<file path="src/rtl/cmp_operand_gen.sv">
// Operand-pair generator: turns a requested relation (EQ/LT/GT) into an
// A/B pair drawn from a maximal-length LFSR, with valid/ready on both sides.
//
// Ports:
//   clk, rst             clock, synchronous active-high reset
//   Req_valid/Req_ready  request handshake, Req_rel = 00 EQ, 01 LT, 10 GT
//   Out_valid/Out_ready  result handshake carrying A, B, Rel_out
//   Err                  one-cycle pulse when the reserved code 11 is taken
//   Count                pairs delivered since reset (wraps)
module cmp_operand_gen #(
  parameter int          WIDTH = 8,
  parameter logic [15:0] SEED  = 16'h00A5
) (
  input  logic             clk,
  input  logic             rst,
  input  logic             Req_valid,
  output logic             Req_ready,
  input  logic [1:0]       Req_rel,
  output logic             Out_valid,
  input  logic             Out_ready,
  output logic [WIDTH-1:0] A,
  output logic [WIDTH-1:0] B,
  output logic [1:0]       Rel_out,
  output logic             Err,
  output logic [15:0]      Count
);

  localparam logic [1:0] IDLE = 2'd0;
  localparam logic [1:0] GEN  = 2'd1;
  localparam logic [1:0] HOLD = 2'd2;

  localparam logic [1:0] REL_EQ = 2'b00;
  localparam logic [1:0] REL_LT = 2'b01;
  localparam logic [1:0] REL_GT = 2'b10;

  // Feedback masks for a left-shifting Fibonacci LFSR, bit i = tap i+1.
  function automatic logic [15:0] tap_mask(input int w);
    logic [15:0] m;
    case (w)
      2:       m = 16'h0003;
      3:       m = 16'h0006;
      4:       m = 16'h000C;
      5:       m = 16'h0014;
      6:       m = 16'h0030;
      7:       m = 16'h0060;
      8:       m = 16'h00B8;
      9:       m = 16'h0110;
      10:      m = 16'h0240;
      11:      m = 16'h0500;
      12:      m = 16'h0829;
      13:      m = 16'h100D;
      14:      m = 16'h2015;
      15:      m = 16'h6000;
      16:      m = 16'hD008;
      default: m = 16'h0003;
    endcase
    return m;
  endfunction

  localparam logic [15:0] TAPS_FULL = tap_mask(WIDTH);
  localparam logic [WIDTH-1:0] TAPS = TAPS_FULL[WIDTH-1:0];
  localparam logic [WIDTH-1:0] SEED_W = SEED[WIDTH-1:0];

  // An all-zero seed would lock the LFSR up, so it is replaced by 1.
  localparam logic [WIDTH-1:0] LFSR_INIT =
    (SEED_W == '0) ? {{(WIDTH-1){1'b0}}, 1'b1} : SEED_W;

  function automatic logic [WIDTH-1:0] lfsr_step(
    input logic [WIDTH-1:0] r
  );
    return {r[WIDTH-2:0], ^(r & TAPS)};
  endfunction

  logic [1:0]       state_q, state_d;
  logic [1:0]       rel_q, rel_d;
  logic [1:0]       rel_out_q, rel_out_d;
  logic [WIDTH-1:0] lfsr_q, lfsr_d;
  logic [WIDTH-1:0] a_q, a_d;
  logic [WIDTH-1:0] b_q, b_d;
  logic [15:0]      count_q, count_d;

  logic [WIDTH-1:0] lfsr_s;
  logic [WIDTH-1:0] lfsr_ss;
  logic [WIDTH-1:0] v_min;
  logic [WIDTH-1:0] v_max;
  logic             r_lt_s;

  assign lfsr_s  = lfsr_step(lfsr_q);
  assign lfsr_ss = lfsr_step(lfsr_s);
  assign r_lt_s  = lfsr_q < lfsr_s;
  assign v_min   = r_lt_s ? lfsr_q : lfsr_s;
  assign v_max   = r_lt_s ? lfsr_s : lfsr_q;

  always_comb begin
    state_d   = state_q;
    rel_d     = rel_q;
    rel_out_d = rel_out_q;
    lfsr_d    = lfsr_q;
    a_d       = a_q;
    b_d       = b_q;
    count_d   = count_q;
    unique case (1'b1)
      state_q == IDLE: begin
        if (Req_valid) begin
          rel_d   = Req_rel;
          state_d = GEN;
        end
      end
      state_q == GEN: begin
        state_d   = HOLD;
        rel_out_d = rel_q;
        case (rel_q)
          REL_EQ: begin
            a_d = lfsr_q;
            b_d = lfsr_q;
          end
          REL_LT: begin
            a_d = v_min;
            b_d = v_max;
          end
          REL_GT: begin
            a_d = v_max;
            b_d = v_min;
          end
          default: begin
            state_d   = IDLE;
            rel_out_d = rel_out_q;
          end
        endcase
      end
      state_q == HOLD: begin
        if (Out_ready) begin
          // Both R and S were consumed, so skip past both.
          count_d = count_q + 16'd1;
          lfsr_d  = lfsr_ss;
          state_d = IDLE;
        end
      end
      default: state_d = IDLE;
    endcase
  end

  always_ff @(posedge clk) begin
    if (rst) begin
      state_q   <= IDLE;
      rel_q     <= 2'b00;
      rel_out_q <= 2'b00;
      lfsr_q    <= LFSR_INIT;
      a_q       <= '0;
      b_q       <= '0;
      count_q   <= 16'd0;
    end else begin
      state_q   <= state_d;
      rel_q     <= rel_d;
      rel_out_q <= rel_out_d;
      lfsr_q    <= lfsr_d;
      a_q       <= a_d;
      b_q       <= b_d;
      count_q   <= count_d;
    end
  end

  assign Req_ready = state_q == IDLE;
  assign Out_valid = state_q == HOLD;
  assign Err       = (state_q == GEN) && (rel_q == 2'b11);
  assign A         = a_q;
  assign B         = b_q;
  assign Rel_out   = rel_out_q;
  assign Count     = count_q;

endmodule

</file>
<file path="config.mk">
export PLATFORM = sky130hd
export DESIGN_NAME = cmp_operand_gen
export DESIGN_NICKNAME = d
export VERILOG_FILES = /design/src/rtl/cmp_operand_gen.sv
export SDC_FILE = /design/constraint.sdc
export NUM_CORES = 1
export LEC_CHECK = 0
export ABC_CLOCK_PERIOD_IN_PS = 2550
export CAP_MARGIN = 40
export CORE_MARGIN = 2
export CORE_UTILIZATION = 45
export CTS_BUF_LIST = sky130_fd_sc_hd__clkbuf_16
export DETAILED_ROUTE_END_ITERATION = 7
export GPL_TIMING_DRIVEN = 1
export PLACE_DENSITY = 0.71
export RECOVER_POWER = 25
export SLEW_MARGIN = 0
export SYNTH_ARGS = -nofsm -noshare
export SYNTH_HDL_FRONTEND = slang
export SYNTH_SLANG_ARGS = --single-unit
</file>
<file path="constraint.sdc">
create_clock -name clk -period 2.55 [get_ports clk]
set_input_delay 0.51 -clock clk [delete_from_list [all_inputs] [get_ports clk]]
set_output_delay 0.51 -clock clk [all_outputs]
set_load 0.05 [all_outputs]
</file>
==> out/results.tsv, run 1 <==
metric	value	unit
netlist_instances	255	
nets	320	
hold_start	A[1]$_SDFFE_PP0P_	
wl_per_cell	14.52	µm
irDropWorstVdd	405.5	µV
crit_path_start_kind	register	
gp_congestion	0.8745	
io_pins	43	
rows	25	
relSlewSlack	0.2807	
whs_endpoint	A[1]$_SDFFE_PP0P_	
critPathMaxStageDelay	0.38	ns
cts-root-buf	clkbuf_16	
timing.rr.end	B[6]$_SDFFE_PP0P_	
die_area	0.005475	mm²
r2r-start	lfsr_q[5]$_SDFFE_PP1P_	
syn-num-nets	273	
syn-cell-area	0.002205	mm²
routed_wl	5342	µm
cts_tree	built	
synth_seq_area_share	0.4177	
synth_top_cell_by_area	dfxtp_1	
cp_slowest_cell	dfxtp_1	
die_w	74.00	µm
yosys-top-cells-count	dfxtp_1 (46), nand2_1 (34), nor2_1 (32)	
drtAntennaViolNets	0	
hold_viol_final	0	
synth.distinct_cells	38	
numCtsBuffers	5	
seq_power_share	0.480	
crit_path_end_kind	register	
async_flop_share	0	
syn_avg_cell_area	8.646	µm²
cap_violations	0	
ys_ff_latch	46	
synth_flop_cell	dfxtp_1	
timing.setup.tns	0	ns
finalClockSkew	0.003909	ns
period_share	0.9497	
switching_share	0.2610	
setup_violations	0	
first_pass_iters	4	
drive_above_1_share	0.06977	
slew_viol_final	0	
synth_most_common_cell	dfxtp_1	
dpl_cell_area	0.002735	mm²
p_comb_frac	0.148	
fmax	0.4129	GHz
dr.first_iter.drc_count	150	
start_util	0.4668	
power_switching	413.8	µW
fin_crit	2.422	ns
power_frac_clock	0.371	
antenna_found_initial	0	
htree_levels	2	
clock_latency	0.28	ns
whs_path_depth	2	
ys_warn_count	0	
cts.path.max_buffers	2	
io_buffers	42	
cts_sinks	46	
cp_cell_sequence	ha_1 -> xor3_1 -> o2111a_2 -> o31ai_4 -> nand2_4 -> a221oi_1 -> o21ai_1	
p_per_area	552.4	mW/mm²
status	completed	
clkTransAtPathRegs	0.06	ns
hpwl	3848	µm
yosys-top-cells-area	dfxtp_1 (42%), ha_1 (6.8%), nand2_1 (5.8%)	
avgViaCountPerCell	5.514	
grt_pass1_vias	1813	
grt_first_pass_wirelength	8493	µm
syn_to_final_growth	30.19	%
p_leak	0.001049	µW
arrival	2.58	ns
internal_power	1172	µW
fill_cells	431	
post-route-drc-count	0	
tightestPinTransition	1.079	ns
grt_start_max_net_pins	26	
synth_edf_count	0	
hold_path.class	register to register	
gr-total-overflow	0	
critPathMaxFanout	10	
dr_total_vias	2029	
r2r_cells	7	
synth.top_cell.area_share	0.4177	
diodes	0	
path_class	register to register	
postCtsSetupBuffers	0	
die_height	74.00	µm
fin_total_pwr	1585	µW
r2r_setup_slack	0.13	ns
design_area	0.002870	mm²
core	0.004723	mm²
grt.total_usage	0.2015	
fin_util	0.6077	
required	2.71	ns
state kept, by name, indices dropped and copies added (netlist names):
name and cells:
Count 16, A 8, B 8, lfsr_q 8
Rel_out 2, rel_q 2, state_q 2
placed cells by master (no fill, tap or decap), types with 2 or more instances in the layout:
master           count
inv_1               10
nand3_1              8
clkbuf_1             3
nand4_1              7
nor3_1               3
nor2_1              32
o21ai_0              5
a211o_1              3
dfxtp_1             46
o21ai_1              4
xnor2_1              7
and3b_1              2
nand2_1             34
a222oi_1             6
o31ai_4              2
a21oi_1             21
a221oi_1             4
and4_1               2
a32oi_1              6
or3_1                2
ha_1                12
buf_4                8
a31oi_2              2
and3_1               2
clkdlybuf4s50_1     41
xor2_1               8
clkbuf_16            5
through the flow:
| stage | hold WS [ns] | worst slack, ns | std cells |
|---|---|---|---|
| after floorplan | 0.4883 | 0.3365 | 255 |
| after global placement | 0.4418 | 0.1256 | 362 |
| after detailed placement | 0.4425 | 0.07262 | 362 |
| after CTS | 0.4503 | 0.06193 | 368 |
| after global routing | 0.4633 | -0.001550 | 368 |
| final | 0.4451 | 0.1283 | 368 |
worst max-delay path: cells and delay by family, from the launching register on:
kind	cells	cell delay, ns
AO/OA/AOI/OAI	4	1.09
XOR/XNOR	1	0.31
adder cells (fa/ha/maj)	1	0.37
flip-flops	1	0.38
AND/OR/NAND/NOR	1	0.16
cells by family after synthesis:
group                    synth area share
XOR/XNOR                          0.07038
AND/OR/NAND/NOR                    0.2094
flip-flops                         0.4177
buffers and inverters             0.04257
AO/OA/AOI/OAI                      0.1918
adder cells (fa/ha/maj)           0.06810
power by group through the flow:
stage / clock network (µW) / registers [µW] / logic (µW)
after floorplan: 0 / 820 / 110
after global placement: 0 / 777 / 231
after detailed placement: 0 / 776 / 232
after CTS: 604 / 761 / 232
after global routing: 633 / 764 / 250
final: 589 / 761 / 235
worst max path at each step:
stage                                       from  cells past startpoint                 to  slack [ns]
after detailed placement  lfsr_q[5]$_SDFFE_PP1P_                      8  B[5]$_SDFFE_PP0P_        0.07
after global placement    lfsr_q[5]$_SDFFE_PP1P_                      7  A[6]$_SDFFE_PP0P_        0.13
after global routing      lfsr_q[5]$_SDFFE_PP1P_                      7  A[6]$_SDFFE_PP0P_      -0.002
final                     lfsr_q[5]$_SDFFE_PP1P_                      7  B[6]$_SDFFE_PP0P_        0.13
after CTS                 lfsr_q[5]$_SDFFE_PP1P_                      8  B[5]$_SDFFE_PP0P_        0.06
after floorplan           lfsr_q[4]$_SDFFE_PP0P_                      8  A[1]$_SDFFE_PP0P_        0.34
repair_timing:
item                                    in CTS  in global routing
hold buffers                                 0                  0
gates resized for setup                      0                  3
endpoints found under the setup margin       0                 14
layout make-up:
class                           count  area, µm²  share of cell area
Sequential cell                    46      920.9              0.3208
Clock buffer                        5      125.1             0.04359
Inverter                           10      37.54             0.01308
Timing Repair Buffer               53      491.7              0.1713
Tap cell                           67      83.83             0.02921
Clock inverter                      1      3.754            0.001308
Multi-Input combinational cell    186       1207              0.4207
metal layers:
metal  GRT usage  vias to the layer above  wire [µm]
li1            -                     1003          -
met1      0.2708                      958       2524
met2      0.3115                       58       2428
met3     0.04336                       10        287
met4     0.09091                        0        102
met5           0                        -          0
(Power assumes the default switching activity.)
==> run 2: changes to the inputs <==
--- a/config.mk
+++ b/config.mk
@@ -14,7 +14,7 @@
 export GPL_TIMING_DRIVEN = 1
 export PLACE_DENSITY = 0.71
 export RECOVER_POWER = 25
-export SLEW_MARGIN = 0
+export REMOVE_ABC_BUFFERS = 1
 export SYNTH_ARGS = -nofsm -noshare
 export SYNTH_HDL_FRONTEND = slang
 export SYNTH_SLANG_ARGS = --single-unit
==> run 2 against run 1 <==
  * First-iteration DRC count shrank 12%
  * Clock power grew 6.8%
  * Total power grew 2.0%
  * Combinational power shrank 3%
  * Worst setup slack lost 0.014 ns
  * Core utilization grew 0.19 points
  * Largest power group unchanged
==> out/results.tsv, run 2 (synthesized netlist as in run 1, its figures left out) <==
metric	value	unit
status	completed	
cts_sinks	46	
period_share	0.9550	
critPathMaxFanout	10	
required	2.72	ns
grt_start_max_net_pins	30	
p_leak	0.001066	µW
io_pins	43	
first_pass_iters	4	
htree_levels	2	
antenna_found_initial	0	
wl_per_cell	13.54	µm
hold_path.class	register to register	
critPathMaxStageDelay	0.38	ns
numCtsBuffers	5	
fin_crit	2.435	ns
cap_violations	0	
die_w	74.00	µm
timing.setup.tns	0	ns
fin_total_pwr	1617	µW
dr_total_vias	1977	
tightestPinTransition	1.244	ns
core	0.004723	mm²
finalClockSkew	0.007456	ns
post-route-drc-count	0	
hpwl	3552	µm
die_height	74.00	µm
crit_path_start_kind	register	
p_per_area	561.7	mW/mm²
irDropWorstVdd	333.9	µV
cts-root-buf	clkbuf_16	
layout_commonest_cell	dfxtp_1	
cts.path.max_buffers	2	
drive_above_1_share	0.07973	
die_area	0.005475	mm²
multi_input_area	0.001209	mm²
dr.first_iter.drc_count	132	
slew_viol_final	0	
gp_congestion	0.7683	
syn_to_final_growth	30.59	%
fmax	0.4106	GHz
largest_reg_flops	16	
start_util	0.4668	
seqCellArea	922.1	µm²
routed_wl	4983	µm
gr-total-overflow	0	
cp_slowest_cell	dfxtp_1	
setup_violations	0	
cts_tree	built	
fill_cells	429	
crit_path_end_kind	register	
nets	318	
clock_latency	0.29	ns
cp_cell_sequence	ha_1 -> xor3_1 -> o2111a_2 -> o31ai_4 -> nand2_2 -> a221oi_2 -> o21ai_1	
rows	25	
hold_viol_final	0	
avgViaCountPerCell	5.372	
most-common-layout-cells	dfxtp_1 (45), clkdlybuf4s50_1 (41), nand2_1 (34)	
rsz0062_at_grt	yes	
path_class	register to register	
relSlewSlack	0.1705	
arrival	2.60	ns
clkTransAtPathRegs	0.06	ns
io_buffers	42	
grt_pass1_vias	1740	
grt_first_pass_wirelength	8114	µm
grt.total_usage	0.1912	
diodes	0	
drtAntennaViolNets	0	
==> run 2: metrics by stage <==
stage	hold slack, ns	std cells	area (µm²)	utilization	setup WS (ns)
6_report	0.4495	368	2879	0.6095	0.1147
5_1_grt	0.4805	368	2879	0.6095	-0.04534
4_1_cts	0.4538	368	2875	0.6087	0.06829
3_5_place_dp	0.4462	360	2733	0.5785	0.08089
3_3_place_gp	0.4407	360	2733	0.5785	0.09449
2_1_floorplan	0.4863	242	2148	-	0.3366
==> run 2: area by class of cell <==
type / count / share of cell area
multi-input cells: 186 / 0.4198
clock inverters: 3 / 0.006084
inverters: 10 / 0.01304
repair buffers: 51 / 0.1682
flip-flops and latches: 46 / 0.3203
well taps: 67 / 0.02912
clock buffers: 5 / 0.04346
==> run 2: critical path, delay by kind of cell, from the launching register on <==
family,cells,cell delay [ns]
xor+xnor,1,0.32
flops,1,0.38
compound gates,4,1.04
simple gates,1,0.19
fa+ha+maj,1,0.38
==> run 2: timing repair <==
| item | 4_1_cts | 5_1_grt |
|---|---|---|
| hold buffers | 0 | 0 |
| endpoints found under the setup margin | 0 | 9 |
| setup buffers | 0 | 0 |
| gates resized for setup | 0 | 5 |
==> run 2: final timing paths <==
| kind | cells past startpoint | start | end | slack [ns] |
|---|---|---|---|---|
| setup reg to reg | 7 | lfsr_q[5]$_SDFFE_PP1P_ | A[6]$_SDFFE_PP0P_ | 0.11 |
| hold reg to reg | 2 | A[1]$_SDFFE_PP0P_ | A[1]$_SDFFE_PP0P_ | 0.45 |
| hold / removal | 2 | A[1]$_SDFFE_PP0P_ | A[1]$_SDFFE_PP0P_ | 0.45 |
| setup / recovery | 7 | lfsr_q[5]$_SDFFE_PP1P_ | A[6]$_SDFFE_PP0P_ | 0.11 |
==> run 2: where the power goes <==
group,switching [µW],internal [µW]
combinational,149,80.9
clock,269,359
sequential,18.9,740
==> run 2: per-layer routing <==
metal,wire [µm],global-route usage
met1,2447,0.2650
met2,2179,0.2907
met3,233,0.03523
met4,122,0.08687
met5,0,0
